<file path="src/rtl/forward_hazard_unit.sv">
// -----------------------------------------------------------------------------
// forward_hazard_unit
//
// Forwarding and hazard-detection unit for a classic 5-stage in-order pipeline.
// The block keeps its own shadow copy of the pipeline control that matters for
// hazards (EX, MEM and WB slots). It produces the ALU operand-mux selects
// (ForwardA/ForwardB), the load-use stall and the branch flush. It also counts
// stall and flush cycles since reset.
//
// Ports
//   clk           in   pipeline clock, all state updates on the rising edge
//   rst           in   synchronous active-high reset
//   ID_rs1        in   [4:0] rs1 field of the instruction in ID
//   ID_rs2        in   [4:0] rs2 field of the instruction in ID
//   ID_rd         in   [4:0] rd field of the instruction in ID
//   ID_RegWrite   in   instruction in ID writes rd
//   ID_MemRead    in   instruction in ID is a load
//   Branch_taken  in   branch/jump resolved taken in EX this cycle
//   ForwardA      out  [1:0] operand A select: 00 regfile, 01 MEM_WB, 10 EX_MEM
//   ForwardB      out  [1:0] operand B select, same encoding
//   Stall         out  hold PC and IF/ID this cycle
//   Flush         out  squash IF/ID and ID/EX at the next edge
//   Stall_count   out  [CNT_W-1:0] load-use stall cycles since reset (wraps)
//   Flush_count   out  [CNT_W-1:0] flush cycles since reset (wraps)
//
// There is no FSM and no valid/ready handshake here. Every output is either
// combinational from the slot registers (forward selects) or from slot
// registers plus the ID fields (stall/flush), or a plain registered counter.
// -----------------------------------------------------------------------------
module forward_hazard_unit #(
  parameter int CNT_W = 32
) (
  input  logic             clk,
  input  logic             rst,
  input  logic [4:0]       ID_rs1,
  input  logic [4:0]       ID_rs2,
  input  logic [4:0]       ID_rd,
  input  logic             ID_RegWrite,
  input  logic             ID_MemRead,
  input  logic             Branch_taken,
  output logic [1:0]       ForwardA,
  output logic [1:0]       ForwardB,
  output logic             Stall,
  output logic             Flush,
  output logic [CNT_W-1:0] Stall_count,
  output logic [CNT_W-1:0] Flush_count
);

  // Operand-mux select encodings. 2'b11 is never produced.
  localparam logic [1:0] FWD_RF  = 2'b00;
  localparam logic [1:0] FWD_WB  = 2'b01;
  localparam logic [1:0] FWD_MEM = 2'b10;

  localparam logic [CNT_W-1:0] CNT_ONE = {{(CNT_W-1){1'b0}}, 1'b1};

  // ---------------------------------------------------------------------------
  // Shadow pipeline slots
  // ---------------------------------------------------------------------------
  logic [4:0] ex_rs1_q,      ex_rs1_d;
  logic [4:0] ex_rs2_q,      ex_rs2_d;
  logic [4:0] ex_rd_q,       ex_rd_d;
  logic       ex_regwrite_q, ex_regwrite_d;
  logic       ex_memread_q,  ex_memread_d;

  logic [4:0] mem_rd_q,       mem_rd_d;
  logic       mem_regwrite_q, mem_regwrite_d;

  logic [4:0] wb_rd_q,        wb_rd_d;
  logic       wb_regwrite_q,  wb_regwrite_d;

  logic [CNT_W-1:0] stall_count_q, stall_count_d;
  logic [CNT_W-1:0] flush_count_q, flush_count_d;

  logic load_use;
  logic stall_int;
  logic flush_int;
  logic insert_bubble;

  // ---------------------------------------------------------------------------
  // Forward select for one source register. The EX_MEM producer is younger than
  // the MEM_WB producer, so it is checked first. x0 is hardwired zero and is
  // never forwarded, even if some instruction "writes" it.
  // ---------------------------------------------------------------------------
  function automatic logic [1:0] fwd_sel(
    input logic [4:0] src,
    input logic [4:0] m_rd,
    input logic       m_wr,
    input logic [4:0] w_rd,
    input logic       w_wr
  );
    logic [1:0] sel;
    sel = FWD_RF;
    if (m_wr && (m_rd != 5'd0) && (m_rd == src)) begin
      sel = FWD_MEM;
    end else if (w_wr && (w_rd != 5'd0) && (w_rd == src)) begin
      sel = FWD_WB;
    end
    return sel;
  endfunction

  // Forward selects depend only on registered slot state, never on ID_* inputs.
  always_comb begin
    ForwardA = fwd_sel(ex_rs1_q, mem_rd_q, mem_regwrite_q, wb_rd_q, wb_regwrite_q);
    ForwardB = fwd_sel(ex_rs2_q, mem_rd_q, mem_regwrite_q, wb_rd_q, wb_regwrite_q);
  end

  // ---------------------------------------------------------------------------
  // Hazard detection
  // A load in EX cannot forward its data until it reaches WB, so a consumer in
  // ID must wait one cycle. A taken branch squashes the consumer anyway, so the
  // flush wins and no stall cycle is spent.
  // ---------------------------------------------------------------------------
  always_comb begin
    load_use  = ex_memread_q && (ex_rd_q != 5'd0) &&
                ((ex_rd_q == ID_rs1) || (ex_rd_q == ID_rs2));
    flush_int = Branch_taken;
    stall_int = load_use && !Branch_taken;
  end

  assign Stall = stall_int;
  assign Flush = flush_int;

  // A bubble enters EX on either a stall (the consumer is held in ID) or a
  // flush (the instruction in ID is on the wrong path).
  assign insert_bubble = stall_int || flush_int;

  // ---------------------------------------------------------------------------
  // Next-state logic
  // MEM and WB always advance, so the load that caused a stall moves to MEM and
  // then WB while the bubble sits behind it. This is what makes the stall last
  // exactly one cycle and leaves the consumer forwarding from MEM_WB.
  // ---------------------------------------------------------------------------
  always_comb begin
    if (insert_bubble) begin
      ex_rs1_d      = 5'd0;
      ex_rs2_d      = 5'd0;
      ex_rd_d       = 5'd0;
      ex_regwrite_d = 1'b0;
      ex_memread_d  = 1'b0;
    end else begin
      ex_rs1_d      = ID_rs1;
      ex_rs2_d      = ID_rs2;
      ex_rd_d       = ID_rd;
      ex_regwrite_d = ID_RegWrite;
      ex_memread_d  = ID_MemRead;
    end

    mem_rd_d       = ex_rd_q;
    mem_regwrite_d = ex_regwrite_q;

    wb_rd_d        = mem_rd_q;
    wb_regwrite_d  = mem_regwrite_q;

    // Counters wrap naturally from all-ones to zero.
    stall_count_d = stall_int ? (stall_count_q + CNT_ONE) : stall_count_q;
    flush_count_d = flush_int ? (flush_count_q + CNT_ONE) : flush_count_q;
  end

  // ---------------------------------------------------------------------------
  // State registers. Reset overrides everything, including a pending stall or
  // flush, so the counters do not advance on a reset edge.
  // ---------------------------------------------------------------------------
  always_ff @(posedge clk) begin
    if (rst) begin
      ex_rs1_q       <= 5'd0;
      ex_rs2_q       <= 5'd0;
      ex_rd_q        <= 5'd0;
      ex_regwrite_q  <= 1'b0;
      ex_memread_q   <= 1'b0;
      mem_rd_q       <= 5'd0;
      mem_regwrite_q <= 1'b0;
      wb_rd_q        <= 5'd0;
      wb_regwrite_q  <= 1'b0;
      stall_count_q  <= '0;
      flush_count_q  <= '0;
    end else begin
      ex_rs1_q       <= ex_rs1_d;
      ex_rs2_q       <= ex_rs2_d;
      ex_rd_q        <= ex_rd_d;
      ex_regwrite_q  <= ex_regwrite_d;
      ex_memread_q   <= ex_memread_d;
      mem_rd_q       <= mem_rd_d;
      mem_regwrite_q <= mem_regwrite_d;
      wb_rd_q        <= wb_rd_d;
      wb_regwrite_q  <= wb_regwrite_d;
      stall_count_q  <= stall_count_d;
      flush_count_q  <= flush_count_d;
    end
  end

  assign Stall_count = stall_count_q;
  assign Flush_count = flush_count_q;

endmodule

</file>
<file path="config.mk">
export PLATFORM = sky130hd
export DESIGN_NAME = forward_hazard_unit
export DESIGN_NICKNAME = d
export VERILOG_FILES = /design/src/rtl/forward_hazard_unit.sv
export SDC_FILE = /design/constraint.sdc
export NUM_CORES = 1
export LEC_CHECK = 0
export ABC_AREA = 1
export ABC_CLOCK_PERIOD_IN_PS = 1800
export BUFFER_PORTS_ARGS = -buffer_cell sky130_fd_sc_hd__buf_2
export CAP_MARGIN = 25
export CORE_ASPECT_RATIO = 0.8
export CORE_MARGIN = 2
export CORE_UTILIZATION = 45
export CTS_CLUSTER_DIAMETER = 100
export DETAILED_ROUTE_END_ITERATION = 12
export HOLD_SLACK_MARGIN = 0.15
export PLACE_DENSITY = 0.71
export RECOVER_POWER = 100
export SLEW_MARGIN = 30
export SYNTH_ARGS = -nofsm -noshare
export SYNTH_HDL_FRONTEND = slang
export SYNTH_SLANG_ARGS = --single-unit
</file>
<file path="constraint.sdc">
create_clock -name clk -period 1.8 [get_ports clk]
set_input_delay 0.36 -clock clk [delete_from_list [all_inputs] [get_ports clk]]
set_output_delay 0.36 -clock clk [all_outputs]
set_load 0.01 [all_outputs]
</file>
==> out/results.ini <==
[status]
status=finished, violations left
violations=negative setup slack

[critical_path]
critical_path.max_fanout=3
worst_setup_path_end_kind=output port
r2r-end=ex_rs1_q[1]
worst-r2r-cell-count=10
critical_path_arrival_ns=1.44
required_ns=1.44
crit_type=reg -> out
r2r_start=ex_rd_q[1]
cp-start-kind=flip-flop
rrSetupSlack_ns=0.06

[cells_and_area]
n_fill_cell=1173
final_cells=1070
fin_util_pct=53.83
diodes=0
layout.cells.most_common=nand2_1
register_area_sq_um=1884
syn2layout_area_growth_pct=17.97
drive_gt1_share_pct=13.34
nNetsFinal=939
layout_common_cells=nand2_1 (182), nor2_1 (156), inv_1 (132), dfxtp_1 (77), clkbuf_1 (69)
multi_input_area_sq_um=2715

[timing]
finalHoldViolations=0
rsz0062_at_grt=yes
finalWorstSetupSlack_ns=-0.002755
finalSetupViolCount=1
max_clock_freq_ghz=0.5547
fin_crit_sh_pct=100.2
slew_viol_final=0
fin_skew_ns=0.005003
finalCriticalPeriod_ns=1.803
setup_tns_ns=-0.002755
slew_headroom_pct=52.77
tightest_slew_ns=0.7084

[floorplanning]
pin_count=90
initial_core_util_pct=45.63
die_w_um=124.4
dieArea_sq_um=12470
rows=35
die_y_um=100.3
core_area_sq_um=11430

[clocking]
cts_tree=done
insertion_delay_ns=0.34
cts_sinks=93
cts_buffer_depth=2
ctsHoldBuffers=0
clock-root-buffer=clkbuf_16
htreeDepth=3
cts_buffers=9
clkSlewWorstSetupHoldPaths_ns=0.07

[detailed_routing]
first_pass_iters=5
vias=5214
vias_per_cell=4.873
drt_wl_total_um=13080
drc=0
routedWlPerCell_um=12.23
drt_iter0_drc=260
drtAntennaViolNets=0

[worst_hold_path]
hold_end=ex_rd_q[2]
holdCritStartpoint=ID_rd[2]
min_path_cells=3
hold_class=in -> reg

[global_routing]
grt-ovfl-total=0
grt_use_total_pct=21.54
grtUsageMet1_pct=30.41
grt_busiest_layer=met2
grt_use_met3_pct=4.211
antenna_found_initial=0
grt_pass1_vias=4657
grt_max_degree=30
grt_use_met2_pct=33.25
grt_pass1_wl_um=22110

[logic_synthesis]
yosys_warnings=0
ys_ff_latch=93
synth_cell_types=35
syn_area_sq_um=5215
synthCells=816
yosysTopAreaCellShare_pct=35.70
synth_flop_cell=dfxtp_1
synth-edff-count=0
syn-num-nets=838
seq_area_frac_synth_pct=35.70
yosys-top-cells-area=dfxtp_1 (36%), nand2_1 (13%), nor2_1 (11%)
yosysTopAreaCell=dfxtp_1
syn_avg_cell_area_sq_um=6.391
synthArstFlopShare_pct=0

[place]
pre_cts_slack_ns=0.1467
io_buffers=89
gp_congestion=0.8871
numPlacedInstances=1050
dp_hpwl_um=9805

[power_and_ir_drop]
p_leak_nw=2.587
power_density_nw_per_um2=689.8
ir_drop_uv=523.1
finalPower_w=0.004244

[run]
max-cap-violations=0

[worst max-delay path by stage]
stage / slack [ns] / to / from
after floorplan: 0.23 / ForwardA[0] / mem_rd_q[4]
after global placement: 0.15 / Stall_count[2] / ID_rs2[3]
after detailed placement: 0.15 / Stall_count[12] / Stall_count[0]
after CTS: -0.04 / Stall / ex_rd_q[2]
after global routing: -0.11 / ForwardB[0] / mem_rd_q[1]
final: -0.003 / ForwardA[0] / mem_rd_q[2]
[timing repair]
action / 4_1_cts / 5_1_grt
setup buffers: 1 / 3
pin swaps: 6 / 9
gates resized for setup: 17 / 23
setup endpoints to repair: 5 / 12
[power breakdown]
| group | switching (W) | internal (W) |
|---|---|---|
| Sequential | 0.0000270 | 0.00208 |
| Clock | 0.000895 | 0.000974 |
| Combinational | 0.000163 | 0.000100 |
[sequential cells by signal, indices dropped and copies added (netlist names)]
name	cells
Flush_count	32
wb_rd_q	5
ex_rs1_q	5
ex_rd_q	5
ex_rs2_q	5
mem_regwrite_q	1
ex_regwrite_q	1
wb_regwrite_q	1
ex_memread_q	1
mem_rd_q	5
Stall_count	32
[cell families after synthesis]
logic type	share of synthesized area (%)
buffers and inverters	13.32
XOR/XNOR	4.870
adder cells (fa/ha/maj)	0.4798
flip-flops	35.70
AO/OA/AOI/OAI	6.238
AND/OR/NAND/NOR	39.40
[cells in the mapped netlist (3+ instances only)]
| master | instances |
|---|---|
| nand2_2 | 4 |
| clkbuf_1 | 7 |
| inv_2 | 5 |
| a21oi_1 | 19 |
| nand2_1 | 183 |
| o21a_1 | 4 |
| nor3_2 | 3 |
| nand3_2 | 5 |
| nor2_1 | 156 |
| buf_4 | 4 |
| buf_6 | 5 |
| nand4_1 | 29 |
| inv_1 | 137 |
| dfxtp_1 | 93 |
| xnor2_1 | 17 |
| o21ai_0 | 34 |
| nor2_4 | 3 |
| a31oi_1 | 4 |
| nor2_2 | 9 |
| buf_2 | 3 |
| xor2_1 | 12 |
| nand3_1 | 42 |
| nor3_1 | 21 |
[critical path, cell delays in order (launching register included)]
cell	delay (ns)
dfxtp_2	0.34
buf_4	0.13
xor2_1	0.15
nor4_2	0.27
nor2_1	0.06
buf_2	0.14
[per-layer routing]
metal	vias to the layer above	part of all wire (%)
met5	-	0
met4	0	1.4
met3	20	6.4
met2	153	43
met1	2311	49
li1	2730	-
[area by class of cell]
type | instances | share of cell area, %
Clock buffer | 9 | 3.661
Clock inverter | 7 | 1.058
Inverter | 143 | 8.766
Multi-Input combinational cell | 558 | 44.13
Sequential cell | 93 | 30.63
Tap cell | 148 | 3.010
Timing Repair Buffer | 112 | 8.745
[through the flow]
stage / cell area, sq um / hold slack [ns]
global placement: 5871 / 0.3896
global route: 6152 / 0.2249
CTS: 6216 / 0.2044
finish: 6152 / 0.2157
detailed placement: 5871 / 0.3925
floorplan: 5215 / 0.3883
Power figures use the tool's default switching activity.
